--- src/rtl/bus_demux2.sv ---
// One-outstanding request demultiplexer: steers the CPU data-memory channel to
// data RAM (target 0) or MMIO (target 1) by a single address bit.
module bus_demux2 #(
    parameter int N       = 32,
    parameter int AW      = 32,
    parameter int SEL_BIT = 31
) (
    input  logic          clk,
    input  logic          reset,
    input  logic          up_valid,
    output logic          up_ready,
    input  logic          up_we,
    input  logic [AW-1:0] up_addr,
    input  logic [N-1:0]  up_wdata,
    output logic          up_rvalid,
    output logic [N-1:0]  up_rdata,
    output logic          up_wack,
    output logic          d0_valid,
    output logic          d1_valid,
    input  logic          d0_ready,
    input  logic          d1_ready,
    output logic          d0_we,
    output logic          d1_we,
    output logic [AW-1:0] d0_addr,
    output logic [AW-1:0] d1_addr,
    output logic [N-1:0]  d0_wdata,
    output logic [N-1:0]  d1_wdata,
    input  logic          d0_rvalid,
    input  logic          d1_rvalid,
    input  logic [N-1:0]  d0_rdata,
    input  logic [N-1:0]  d1_rdata
);

    typedef enum logic [1:0] {
        IDLE    = 2'd0,
        ISSUE   = 2'd1,
        WAIT_RD = 2'd2
    } state_t;

    state_t          state_r;
    logic            sel_r;
    logic            we_r;
    logic [AW-1:0]   addr_r;
    logic [N-1:0]    wdata_r;
    logic            rvalid_r;
    logic            wack_r;
    logic [N-1:0]    rdata_r;

    logic            dsel_ready_s;
    logic            dsel_rvalid_s;
    logic [N-1:0]    dsel_rdata_s;

    // Pick the handshake inputs of the captured target; the other side is ignored.
    always_comb begin
        dsel_ready_s  = 1'b0;
        dsel_rvalid_s = 1'b0;
        dsel_rdata_s  = '0;
        if (sel_r) begin
            dsel_ready_s  = d1_ready;
            dsel_rvalid_s = d1_rvalid;
            dsel_rdata_s  = d1_rdata;
        end else begin
            dsel_ready_s  = d0_ready;
            dsel_rvalid_s = d0_rvalid;
            dsel_rdata_s  = d0_rdata;
        end
    end

    // Transaction FSM with captured request and registered upstream responses.
    always_ff @(posedge clk or negedge reset) begin
        if (!reset) begin
            state_r  <= IDLE;
            sel_r    <= 1'b0;
            we_r     <= 1'b0;
            addr_r   <= '0;
            wdata_r  <= '0;
            rvalid_r <= 1'b0;
            wack_r   <= 1'b0;
            rdata_r  <= '0;
        end else begin
            rvalid_r <= 1'b0;
            wack_r   <= 1'b0;
            case (state_r)
                IDLE: begin
                    if (up_valid) begin
                        sel_r   <= up_addr[SEL_BIT];
                        we_r    <= up_we;
                        addr_r  <= up_addr;
                        wdata_r <= up_wdata;
                        state_r <= ISSUE;
                    end else begin
                        state_r <= IDLE;
                    end
                end
                ISSUE: begin
                    if (dsel_ready_s) begin
                        if (we_r) begin
                            wack_r  <= 1'b1;
                            state_r <= IDLE;
                        end else begin
                            state_r <= WAIT_RD;
                        end
                    end else begin
                        state_r <= ISSUE;
                    end
                end
                WAIT_RD: begin
                    if (dsel_rvalid_s) begin
                        rdata_r  <= dsel_rdata_s;
                        rvalid_r <= 1'b1;
                        state_r  <= IDLE;
                    end else begin
                        state_r <= WAIT_RD;
                    end
                end
                default: begin
                    state_r <= IDLE;
                end
            endcase
        end
    end

    // Handshake outputs decode the state register only, so reset drops them at once.
    assign up_ready  = (state_r == IDLE);
    assign d0_valid  = (state_r == ISSUE) && !sel_r;
    assign d1_valid  = (state_r == ISSUE) && sel_r;

    assign d0_we     = we_r;
    assign d1_we     = we_r;
    assign d0_addr   = addr_r;
    assign d1_addr   = addr_r;
    assign d0_wdata  = wdata_r;
    assign d1_wdata  = wdata_r;

    assign up_rvalid = rvalid_r;
    assign up_wack   = wack_r;
    assign up_rdata  = rdata_r;

endmodule
--- config.mk ---
export PLATFORM = sky130hd
export DESIGN_NAME = bus_demux2
export DESIGN_NICKNAME = d
export VERILOG_FILES = /design/src/rtl/bus_demux2.sv
export SDC_FILE = /design/constraint.sdc
export NUM_CORES = 1
export LEC_CHECK = 0
export ABC_CLOCK_PERIOD_IN_PS = 1950
export BUFFER_PORTS_ARGS = -buffer_cell sky130_fd_sc_hd__buf_2
export CAP_MARGIN = 20
export CORE_AREA = 2 2 118 120
export CTS_BUF_LIST = sky130_fd_sc_hd__clkbuf_8
export DETAILED_ROUTE_END_ITERATION = 10
export DIE_AREA = 0 0 120 122
export GPL_ROUTABILITY_DRIVEN = 0
export PLACE_DENSITY = 0.7
export RECOVER_POWER = 50
export SYNTH_ARGS = -nofsm -noshare
export SYNTH_HDL_FRONTEND = slang
export SYNTH_SLANG_ARGS = --single-unit
--- constraint.sdc ---
create_clock -name clk -period 1.95 [get_ports clk]
set_input_delay 0.585 -clock clk [delete_from_list [all_inputs] [get_ports clk]]
set_output_delay 0.585 -clock clk [all_outputs]
set_load 0.05 [all_outputs]
**After elaboration in Yosys (flattened, before gate mapping)**

Index checks and enable logic that the tools add are counted.
W data, S select, Z words.

- Add/sub/neg operators: 0
- $mul: 0
- Div/mod/pow operators: 0
- Magnitude comparators: 0
- Equality and inequality tests: 2
- Shift-type cells: 0
- Muxes and demuxes: 13
- Bitwise logic cells: 0
- Reduce and logical (&&, ||, !) cells: 6

Operator list:

| cell | count |
|---|---|
| $mux W32 | 1 |
| $mux W1 | 8 |
| $mux W2 | 3 |
| $pmux W2 S3 | 1 |
| $reduce_and A2 Y1 | 2 |
| $eq A2 B1 Y1 const B | 1 |
| $eq A2 B2 Y1 const B | 1 |
| $logic_and A1 B1 Y1 | 2 |
| $logic_not A2 Y1 | 1 |
| $logic_not A1 Y1 | 1 |

- Register bits after elaboration: 102
- Bits in latches: 0
- RAM bits: 0
- ROM bits: 0
- Bits of input ports: 136
- Memories kept: 0

**Depth between registers and ports, before layout**

Gate-level depths: netlist (run 1).

- Word-level depth: 3
- Depth in mapped cells: 6
- Gate-level depth less buffers: 3

**Worst setup path after synthesis (run 1)**

Ideal clock, no wire load.

- Path kind: register -> register
- From: reg state_r[0]
- To: reg addr_r[0], in the netlist d0_addr[0]
- Arrival time: 2.063 ns
- Path slack: -0.237 ns
- Cell stages (with the launch flop): 6
- Buffers on the path: 2
- Period minus slack after synthesis: 2.187 ns
- Cell sequence: dfrtp_1 > nor2_1 > and2_1 > buf_2 > buf_2 > mux2_2

- Word-level cells in the longest chain between the ends: 2

Ends and longest elaborated chain:

| element | line | RTL |
|---|---|---|
| start, declared | 40 | `state_t state_r;` |
| start signal, assigned | 72 | `state_r <= IDLE;` |
| start signal, assigned | 90 | `state_r <= ISSUE;` |
| start signal, assigned | 92 | `state_r <= IDLE;` |
| $logic_not A2 Y1 | -- |  |
| via up_ready | 11 | `output logic up_ready,` |
| $reduce_and A2 Y1 (no line) | -- |  |
| end signal, assigned | 88 | `addr_r <= up_addr;` |
| end, declared | 43 | `logic [AW-1:0] addr_r;` |

The timed path passes the listed nets, and every way through them passes these cells.
A chain may end at the register's enable or synchronous reset.

==> run_results.csv, run 1 <==
group,metric,value,unit
logic_synthesis,synthSimpleGateAreaFrac,1.19,%
cells_and_area,ff_latch_area,0.00253,mm²
drt,dr.pass1.iters,4,
die,core-area,0.0135,mm²
global_route,grt_pass1_wl,16000,µm
logic_synthesis,synth_top_family_by_area,"multiplexers",
worst_setup_path,cpPeakStageDelay,0.46,ns
clock_tree,cts_sinks,101,
clock_tree,htreeDepth,3,
min_path,hold_class,"primary input to register",
timing,rsz0062_at_grt,"yes",
logic_synthesis,syn_nets,461,
timing,fmax,530,MHz
worst_setup_path,end_kind,"output port",
worst_setup_path,critPathCapture,"d0_addr[31]",
worst_setup_path,worst-path-stages,2,
clock_tree,clock-root-buffer,"clkbuf_8",
worst_setup_path,r2r_setup_slack,0.28,ns
timing,relSlewSlack,9.67,%
cells_and_area,final_layout_size_suffix_gt1_share,77.7,%
cells_and_area,diodes,0,
worst_setup_path,crit_slowest_cell,"dfrtp_2",
worst_setup_path,path_class,"register to output port",
placement,port_buffers,302,
worst_setup_path,cp_cell_sequence,"buf_4, buf_2",
min_path,hold-path-cell-count,2,
die,fp.dieW,120,µm
cells_and_area,finalNetCount,701,
cells_and_area,area_growth,29.2,%
outcome,status,"finished, final reports clean",
cells_and_area,fin_area,0.00623,mm²
worst_setup_path,critPathLaunch,"sel_r",
timing,finalClockSkew,0.0103,ns
worst_setup_path,cp.arrival,1.30,ns
logic_synthesis,yosysUniqueCellTypes,17,
clock_tree,cts_setup_buffers,0,
cells_and_area,final_common_cell,"buf_2",
worst_setup_path,required,1.36,ns
drt,drcViolationCount,0,
logic_synthesis,ys_warn_count,0,
clock_tree,clock_latency,0.37,ns
timing,worst_pin_slew,1.35,ns
die,rows,43,
cells_and_area,nFillCells,1219,
logic_synthesis,synth-seq-area-share,52.4,%
global_route,gr-total-overflow,0,
clock_tree,cts-hold-fix-buffers,0,
worst_setup_path,ff2ff_path_depth,4,
drt,vias_per_cell,4.36,
logic_synthesis,synth_area,0.00482,mm²
clock_tree,clk_path_buf_depth,2,
logic_synthesis,syn_inst,325,
min_path,hp-start,"up_wdata[0]",
cells_and_area,multi_input_area,0.00167,mm²
drt,wl,10800,µm
drt,wire_per_inst,14.5,µm
drt,drt-initial-drc-count,73,
cells_and_area,layout_common_cells,"buf_2 (228), mux2_2 (100), dfrtp_1 (100)",
timing,hold_ws,0.439,ns
drt,ant_nets,0,
global_route,antenna_found_initial,0,
logic_synthesis,synth-adder-area-share,0,%
global_route,grt_pass1_vias,3156,
clock_tree,cts_made_buffers,9,
run,drv_cap,0,
logic_synthesis,synthMuxAreaShare,33.1,%
die,die_area,0.0146,mm²
worst_setup_path,path_delay_family,"buffers and inverters",
worst_setup_path,r2r-end,"up_rdata[31]",
worst_setup_path,rr_startpoint,"state_r[0]",
logic_synthesis,ys_ff_latch,101,
worst_setup_path,crit_buf_inv,2,
placement,hpwl,8360,µm
worst_setup_path,startpoint_type,"register",
drt,vias,3264,
timing,setup_violations,0,
die,pin_count,303,
die,floorplan.initialDensity,35.7,%
logic_synthesis,synthXorXnorAreaFrac,0,%
timing,post-route-min-period,1.89,ns
global_route,grt_max_degree,102,
logic_synthesis,syn-mean-instance-area,14.8,µm²
timing,period_share,96.7,%
worst_setup_path,crit_path_max_fanout,9,
clock_tree,cts_tree,"built",
die,fp.dieH,122,µm
timing,maxSlewViolCount,0,
clock_tree,clk_pin_slew,0.10,ns
logic_synthesis,synth_compound_area_share,0.182,%
timing,final_hold_viol_count,0,
placement,place_area,0.00604,mm²
global_route,grt_use_total,14.1,%
==> cells in the mapped netlist, drive strengths merged <==
cell | n | area, µm²
and2 | 1 | 6.26
nor3b | 1 | 7.51
mux2i | 2 | 20.0
inv | 1 | 3.75
o32ai | 1 | 8.76
dfrtp | 101 | 2530
mux2 | 130 | 1580
buf | 79 | 618
clkbuf | 2 | 7.51
or2b | 1 | 8.76
nor2b | 1 | 13.8
nor2 | 4 | 15.0
nand2b | 1 | 6.26
==> through the flow <==
| stage | worst slack [ns] | instances | util (%) | TNS [ns] |
|---|---|---|---|---|
| 3_5_place_dp | 0.206 | 734 | 44.7 | 0 |
| 6_report | 0.0643 | 749 | 46.1 | 0 |
| 4_1_cts | 0.00454 | 749 | 46.3 | 0 |
| 5_1_grt | -0.0119 | 749 | 46.1 | -0.0235 |
| 2_1_floorplan | 0.0108 | 325 | - | 0 |
| 3_3_place_gp | 0.227 | 734 | 44.7 | 0 |
==> cell families (layout without fill, tap and decap cells) <==
| logic type | Yosys count | after routing |
|---|---|---|
| AND/OR/NAND/NOR | 9 | 9 |
| multiplexers | 132 | 132 |
| flip-flops | 101 | 101 |
| AO/OA/AOI/OAI | 1 | 1 |
| buffers and inverters | 82 | 326 |
==> sequential cells by signal (all words and copies together), names as in the netlist <==
signal,cells
d0_addr,31
d0_wdata,32
d0_we,1
sel_r,1
state_r,2
up_rdata,32
up_rvalid,1
up_wack,1
==> worst min-delay path by stage <==
stage | to | slack [ns]
after floorplan | d0_addr[0] | 0.29
after global placement | state_r[0] | 0.47
after detailed placement | state_r[0] | 0.48
after CTS | d0_wdata[26] | 0.27
after global routing | d0_wdata[6] | 0.41
final | d0_wdata[0] | 0.44
==> layout make-up <==
| type | instances | area share, % |
|---|---|---|
| Sequential cell | 101 | 40.6 |
| Multi-Input combinational cell | 142 | 26.8 |
| Timing Repair Buffer | 310 | 25.5 |
| Tap cell | 180 | 3.62 |
| Clock buffer | 9 | 1.99 |
| Clock inverter | 6 | 1.41 |
| Inverter | 1 | 0.0603 |
==> routing by layer <==
layer	wire length (µm)	GRT usage (%)	part of all wire (%)
met2	5650	24.5	52
met3	827	4.17	7.6
met5	0	0	0
met4	167	5.44	1.5
met1	4190	16.5	39
==> what timing repair did <==
| item | in CTS | in global routing |
|---|---|---|
| cloned | 0 | 0 |
| endpoints found under the setup margin | 4 | 4 |
| gates resized for setup | 3 | 3 |
Power of run 1 is not shown: default switching activity piles up to over one toggle a cycle in this logic, so the estimate is an artifact.
==> inputs of run 2 (changes only) <==
Settings changed: ABC_CLOCK_PERIOD_IN_PS 1950 to 1600, CORE_AREA 2 2 118 120 to 2 2 117 119, DIE_AREA 0 0 120 122 to 0 0 119 121, PLACE_DENSITY 0.7 to 0.73, REMOVE_ABC_BUFFERS set to 1.
Clock period 1.95 ns to 1.6 ns, I/O delays scaled along.
==> run 2 against run 1 <==
The run now ends with negative setup slack left; clock skew hardly changed; worst setup slack got worse by 0.17 ns; die area is 1.6% lower; final cell count up 0.93%; wire length rose by 6.1%; highest routed layer unchanged.
==> run_results.csv, run 2 (synthesized netlist as in run 1, its figures left out) <==
group,metric,value,unit
clock_tree,htreeDepth,3,
timing,finalClockSkew,0.00985,ns
drt,ant_nets,0,
drt,wire_per_inst,15.2,µm
timing,rsz0062_at_grt,"yes",
worst_setup_path,crit_top_cell,"buf_6",
die,die_area,0.0144,mm²
global_route,grt_use_total,15.3,%
die,floorplan.initialDensity,36.8,%
global_route,grt_pass1_vias,3561,
cells_and_area,diodes,0,
drt,vias,3377,
global_route,grt_max_degree,102,
clock_tree,clk_pin_slew,0.10,ns
placement,place_area,0.00608,mm²
cells_and_area,fin_area,0.00637,mm²
drt,vias_per_cell,4.47,
cells_and_area,finalNetCount,712,
drt,dr.pass1.iters,4,
timing,post-route-min-period,1.70,ns
worst_setup_path,ff2ff_path_depth,5,
die,pin_count,303,
cells_and_area,final_layout_size_suffix_gt1_share,81.6,%
min_path,hold-path-cell-count,2,
worst_setup_path,startpoint_type,"register",
worst_setup_path,crit_path_max_fanout,3,
cells_and_area,final_cells,756,
worst_setup_path,required,1.12,ns
clock_tree,cts_sinks,101,
clock_tree,clock_latency,0.36,ns
timing,setup_slack,-0.102,ns
placement,hpwl,8560,µm
die,fp.dieW,119,µm
clock_tree,clock-root-buffer,"clkbuf_8",
global_route,grt_pass1_wl,17500,µm
worst_setup_path,cp.arrival,1.22,ns
die,core-area,0.0131,mm²
placement,port_buffers,302,
placement,post-place-ws,-0.0378,ns
worst_setup_path,cpPeakStageDelay,0.40,ns
timing,final_hold_viol_count,0,
placement,dp_cells,735,
min_path,hold_class,"primary input to register",
timing,worst_pin_slew,1.27,ns
clock_tree,cts_made_buffers,9,
worst_setup_path,crit_slowest_cell,"dfrtp_1",
timing,fmax,588,MHz
worst_setup_path,end_kind,"output port",
outcome,violations,"negative setup slack",
cells_and_area,final_common_cell,"buf_2",
outcome,status,"finished, violations left",
clock_tree,cts_tree,"built",
clock_tree,clk_path_buf_depth,2,
global_route,antenna_found_initial,0,
drt,wl,11500,µm
worst_setup_path,cp_cell_sequence,"buf_6, nand2b_4, nor2_4, buf_6",
timing,relSlewSlack,15.4,%
timing,period_share,106,%
run,drv_cap,0,
global_route,gr-total-overflow,0,
drt,drt-initial-drc-count,77,
cells_and_area,area_growth,32.2,%
worst_setup_path,path_class,"register to output port",
die,fp.dieH,121,µm
drt,drcViolationCount,0,
timing,maxSlewViolCount,0,
die,rows,42,
clock_tree,cts-hold-fix-buffers,0,
timing,setup_violations,35,
cells_and_area,layout_common_cells,"buf_2 (296), dfrtp_1 (101), mux2_2 (97)",
cells_and_area,final_util,48.7,%
run 2: layout make-up:
class / instances / area (µm²)
flip-flops and latches: 101 / 2530
clock inverters: 5 / 35.0
multi-input cells: 142 / 1700
well taps: 176 / 220
clock buffers: 10 / 138
repair buffers: 321 / 1750
inverters: 1 / 3.75
fillers: 1153 / 6720
run 2: through the flow:
stage          hold WS [ns]  setup TNS, ns
2_1_floorplan         0.184        -170.94
3_3_place_gp          0.445         -0.242
3_5_place_dp          0.472         -0.958
4_1_cts               0.179         -0.493
5_1_grt               0.315          -5.01
6_report              0.345         -0.810
run 2: worst paths after layout:
check | to | start | slack, ns
worst max-delay path | d0_valid | state_r[0] | -0.10
min in group asynchronous | up_rdata[12] | reset | 0.48
worst max register to register | up_rdata[24] | sel_r | -0.04
max in group asynchronous | d0_wdata[31] | reset | 0.29
worst min register to register | state_r[0] | state_r[1] | 0.49
worst min-delay path | d0_addr[6] | up_addr[6] | 0.35
run 2: routing by layer:
| layer | vias to the layer above | share of wire (%) | GRT usage (%) |
|---|---|---|---|
| met4 | 0 | 1.5 | 5.95 |
| met5 | - | 0 | 0 |
| met3 | 14 | 5.3 | 3.43 |
| met1 | 1662 | 39 | 17.7 |
| met2 | 149 | 54 | 27.6 |
| li1 | 1552 | - | - |
run 2: worst max-delay path: cells and delay by family, from the launching register on:
family / cells / cell delay, ns
flops: 1 / 0.40
buf+inv: 2 / 0.29
simple gates: 2 / 0.18
run 2: what timing repair did:
item | 4_1_cts | 5_1_grt
cloned | 0 | 1
gates resized for setup | 15 | 6
endpoints found under the hold margin | 0 | 0
buffers inserted | 3 | 2
setup endpoints to repair | 40 | 70
pin swaps | 1 | 1
Power of run 2 is left out for the same reason.
==> inputs of run 3 (changes only) <==
Settings changed: RECOVER_POWER 50 to unset.
==> run 3 against run 2 <==
Die area stayed put; register-to-register slack hardly changed; clock skew hardly changed; utilization grew 0.096 points; non-clock buffer count did not move; global-route usage unchanged; the run still ends with negative setup slack left; first-iteration DRC count grew 1.3%; fmax barely moved.
==> run_results.csv, run 3 (synthesized netlist as in run 1, its figures left out) <==
group,metric,value,unit
global_route,grt_pass1_vias,3561,
global_route,grt_max_degree,102,
die,rows,42,
cells_and_area,diodes,0,
run,drv_cap,0,
timing,maxSlewViolCount,0,
worst_setup_path,r2r-end,"up_rdata[24]",
clock_tree,clk_path_buf_depth,2,
worst_setup_path,crit_top_cell,"buf_6",
drt,vias_per_cell,4.47,
cells_and_area,final_layout_size_suffix_gt1_share,81.6,%
timing,worst_pin_slew,0.548,ns
timing,setup_violations,38,
drt,drcViolationCount,0,
clock_tree,clock-root-buffer,"clkbuf_8",
global_route,grt_pass1_wl,17500,µm
worst_setup_path,cp_cell_sequence,"buf_6, nand2b_4, nor2_4, buf_6",
drt,wire_per_inst,15.2,µm
worst_setup_path,critPathLaunch,"state_r[0]",
timing,final_hold_viol_count,0,
timing,fmax,588,MHz
timing,period_share,106,%
clock_tree,clk_pin_slew,0.10,ns
timing,setup_slack,-0.102,ns
drt,ant_nets,0,
worst_setup_path,required,1.12,ns
die,core-area,0.0131,mm²
worst_setup_path,cpPeakStageDelay,0.40,ns
die,die_area,0.0144,mm²
clock_tree,htreeDepth,3,
timing,post-route-min-period,1.70,ns
clock_tree,clock_latency,0.36,ns
cells_and_area,area_growth,32.4,%
worst_setup_path,end_kind,"output port",
worst_setup_path,path_class,"register to output port",
cells_and_area,layout_common_cells,"buf_2 (296), dfrtp_1 (101), mux2_2 (97)",
drt,wl,11500,µm
cells_and_area,final_common_cell,"buf_2",
worst_setup_path,cp.arrival,1.22,ns
global_route,grt_use_total,15.3,%
worst_setup_path,crit_slowest_cell,"dfrtp_1",
cells_and_area,finalNetCount,712,
die,fp.dieW,119,µm
outcome,violations,"negative setup slack",
die,floorplan.initialDensity,36.8,%
min_path,hold_class,"primary input to asynchronous set/reset pin",
drt,drt-initial-drc-count,78,
worst_setup_path,rr_startpoint,"sel_r",
clock_tree,cts_sinks,101,
global_route,antenna_found_initial,0,
timing,rsz0062_at_grt,"yes",
cells_and_area,final_cells,756,
timing,finalClockSkew,0.0101,ns
global_route,gr-total-overflow,0,
die,fp.dieH,121,µm
cells_and_area,nFillCells,1152,
worst_setup_path,ff2ff_path_depth,5,
placement,port_buffers,302,
worst_setup_path,crit_path_max_fanout,3,
worst_setup_path,startpoint_type,"register",
placement,hpwl,8560,µm
worst_setup_path,r2r_setup_slack,-0.04,ns
outcome,status,"finished, violations left",
drt,dr.pass1.iters,4,
clock_tree,cts_tree,"built",
placement,dp_cells,735,
timing,relSlewSlack,63.5,%
clock_tree,cts_made_buffers,9,
die,pin_count,303,
drt,vias,3381,
==> run 3: cell count changes in the layout (fill, tap and decap cells not counted) <==
cell,change
clkbuf_4,-1
buf_12,+1
==> run 3: per-stage QoR <==
step	utilization (%)	setup TNS (ns)	hold slack, ns	cell area (µm²)	worst slack (ns)
floorplan	-	-170.94	0.184	4190	-1.74
global placement	46.4	-0.242	0.445	6080	-0.0111
detailed placement	46.4	-0.958	0.472	6080	-0.0378
CTS	48.3	-0.493	0.179	6320	-0.107
global route	48.8	-5.01	0.193	6380	-0.176
finish	48.8	-0.971	0.152	6380	-0.102
==> run 3: worst max path at each step <==
stage / end / slack [ns] / cells after the start
finish: d0_valid / -0.10 / 4
detailed placement: up_rdata[31] / -0.04 / 4
floorplan: up_rdata[0] / -1.74 / 3
global route: d0_valid / -0.18 / 4
global placement: up_rdata[18] / -0.01 / 5
CTS: d1_valid / -0.11 / 4
==> run 3: layer usage <==
| layer | part of all wire, % | up-vias | wire [µm] | global-route usage [%] |
|---|---|---|---|---|
| met3 | 5.5 | 16 | 627 | 3.43 |
| met5 | 0 | - | 0 | 0 |
| li1 | - | 1548 | - | - |
| met4 | 1.7 | 0 | 199 | 5.95 |
| met2 | 54 | 150 | 6180 | 27.6 |
| met1 | 39 | 1667 | 4470 | 17.7 |
==> run 3: layout make-up <==
cell class	count	area, µm²	area share [%]
clock inverter	5	35.0	0.549
multi-input combinational	142	1700	26.6
timing repair buffer	321	1760	27.6
clock buffer	10	138	2.16
tap	176	220	3.45
inverter	1	3.75	0.0588
sequential	101	2530	39.6
==> run 3: repair_timing <==
item / in CTS / in global routing
setup endpoints to repair: 40 / 70
resized for setup: 15 / 6
gates cloned: 0 / 1
hold buffers: 0 / 0
buffers inserted: 3 / 2
pin swaps: 1 / 1
==> run 3: worst max-delay path, delay by kind of cell, from the launching register on <==
| kind | cells | cell delay [ns] |
|---|---|---|
| simple gates | 2 | 0.18 |
| buf+inv | 2 | 0.29 |
| flops | 1 | 0.40 |
Power of run 3 is left out for the same reason.
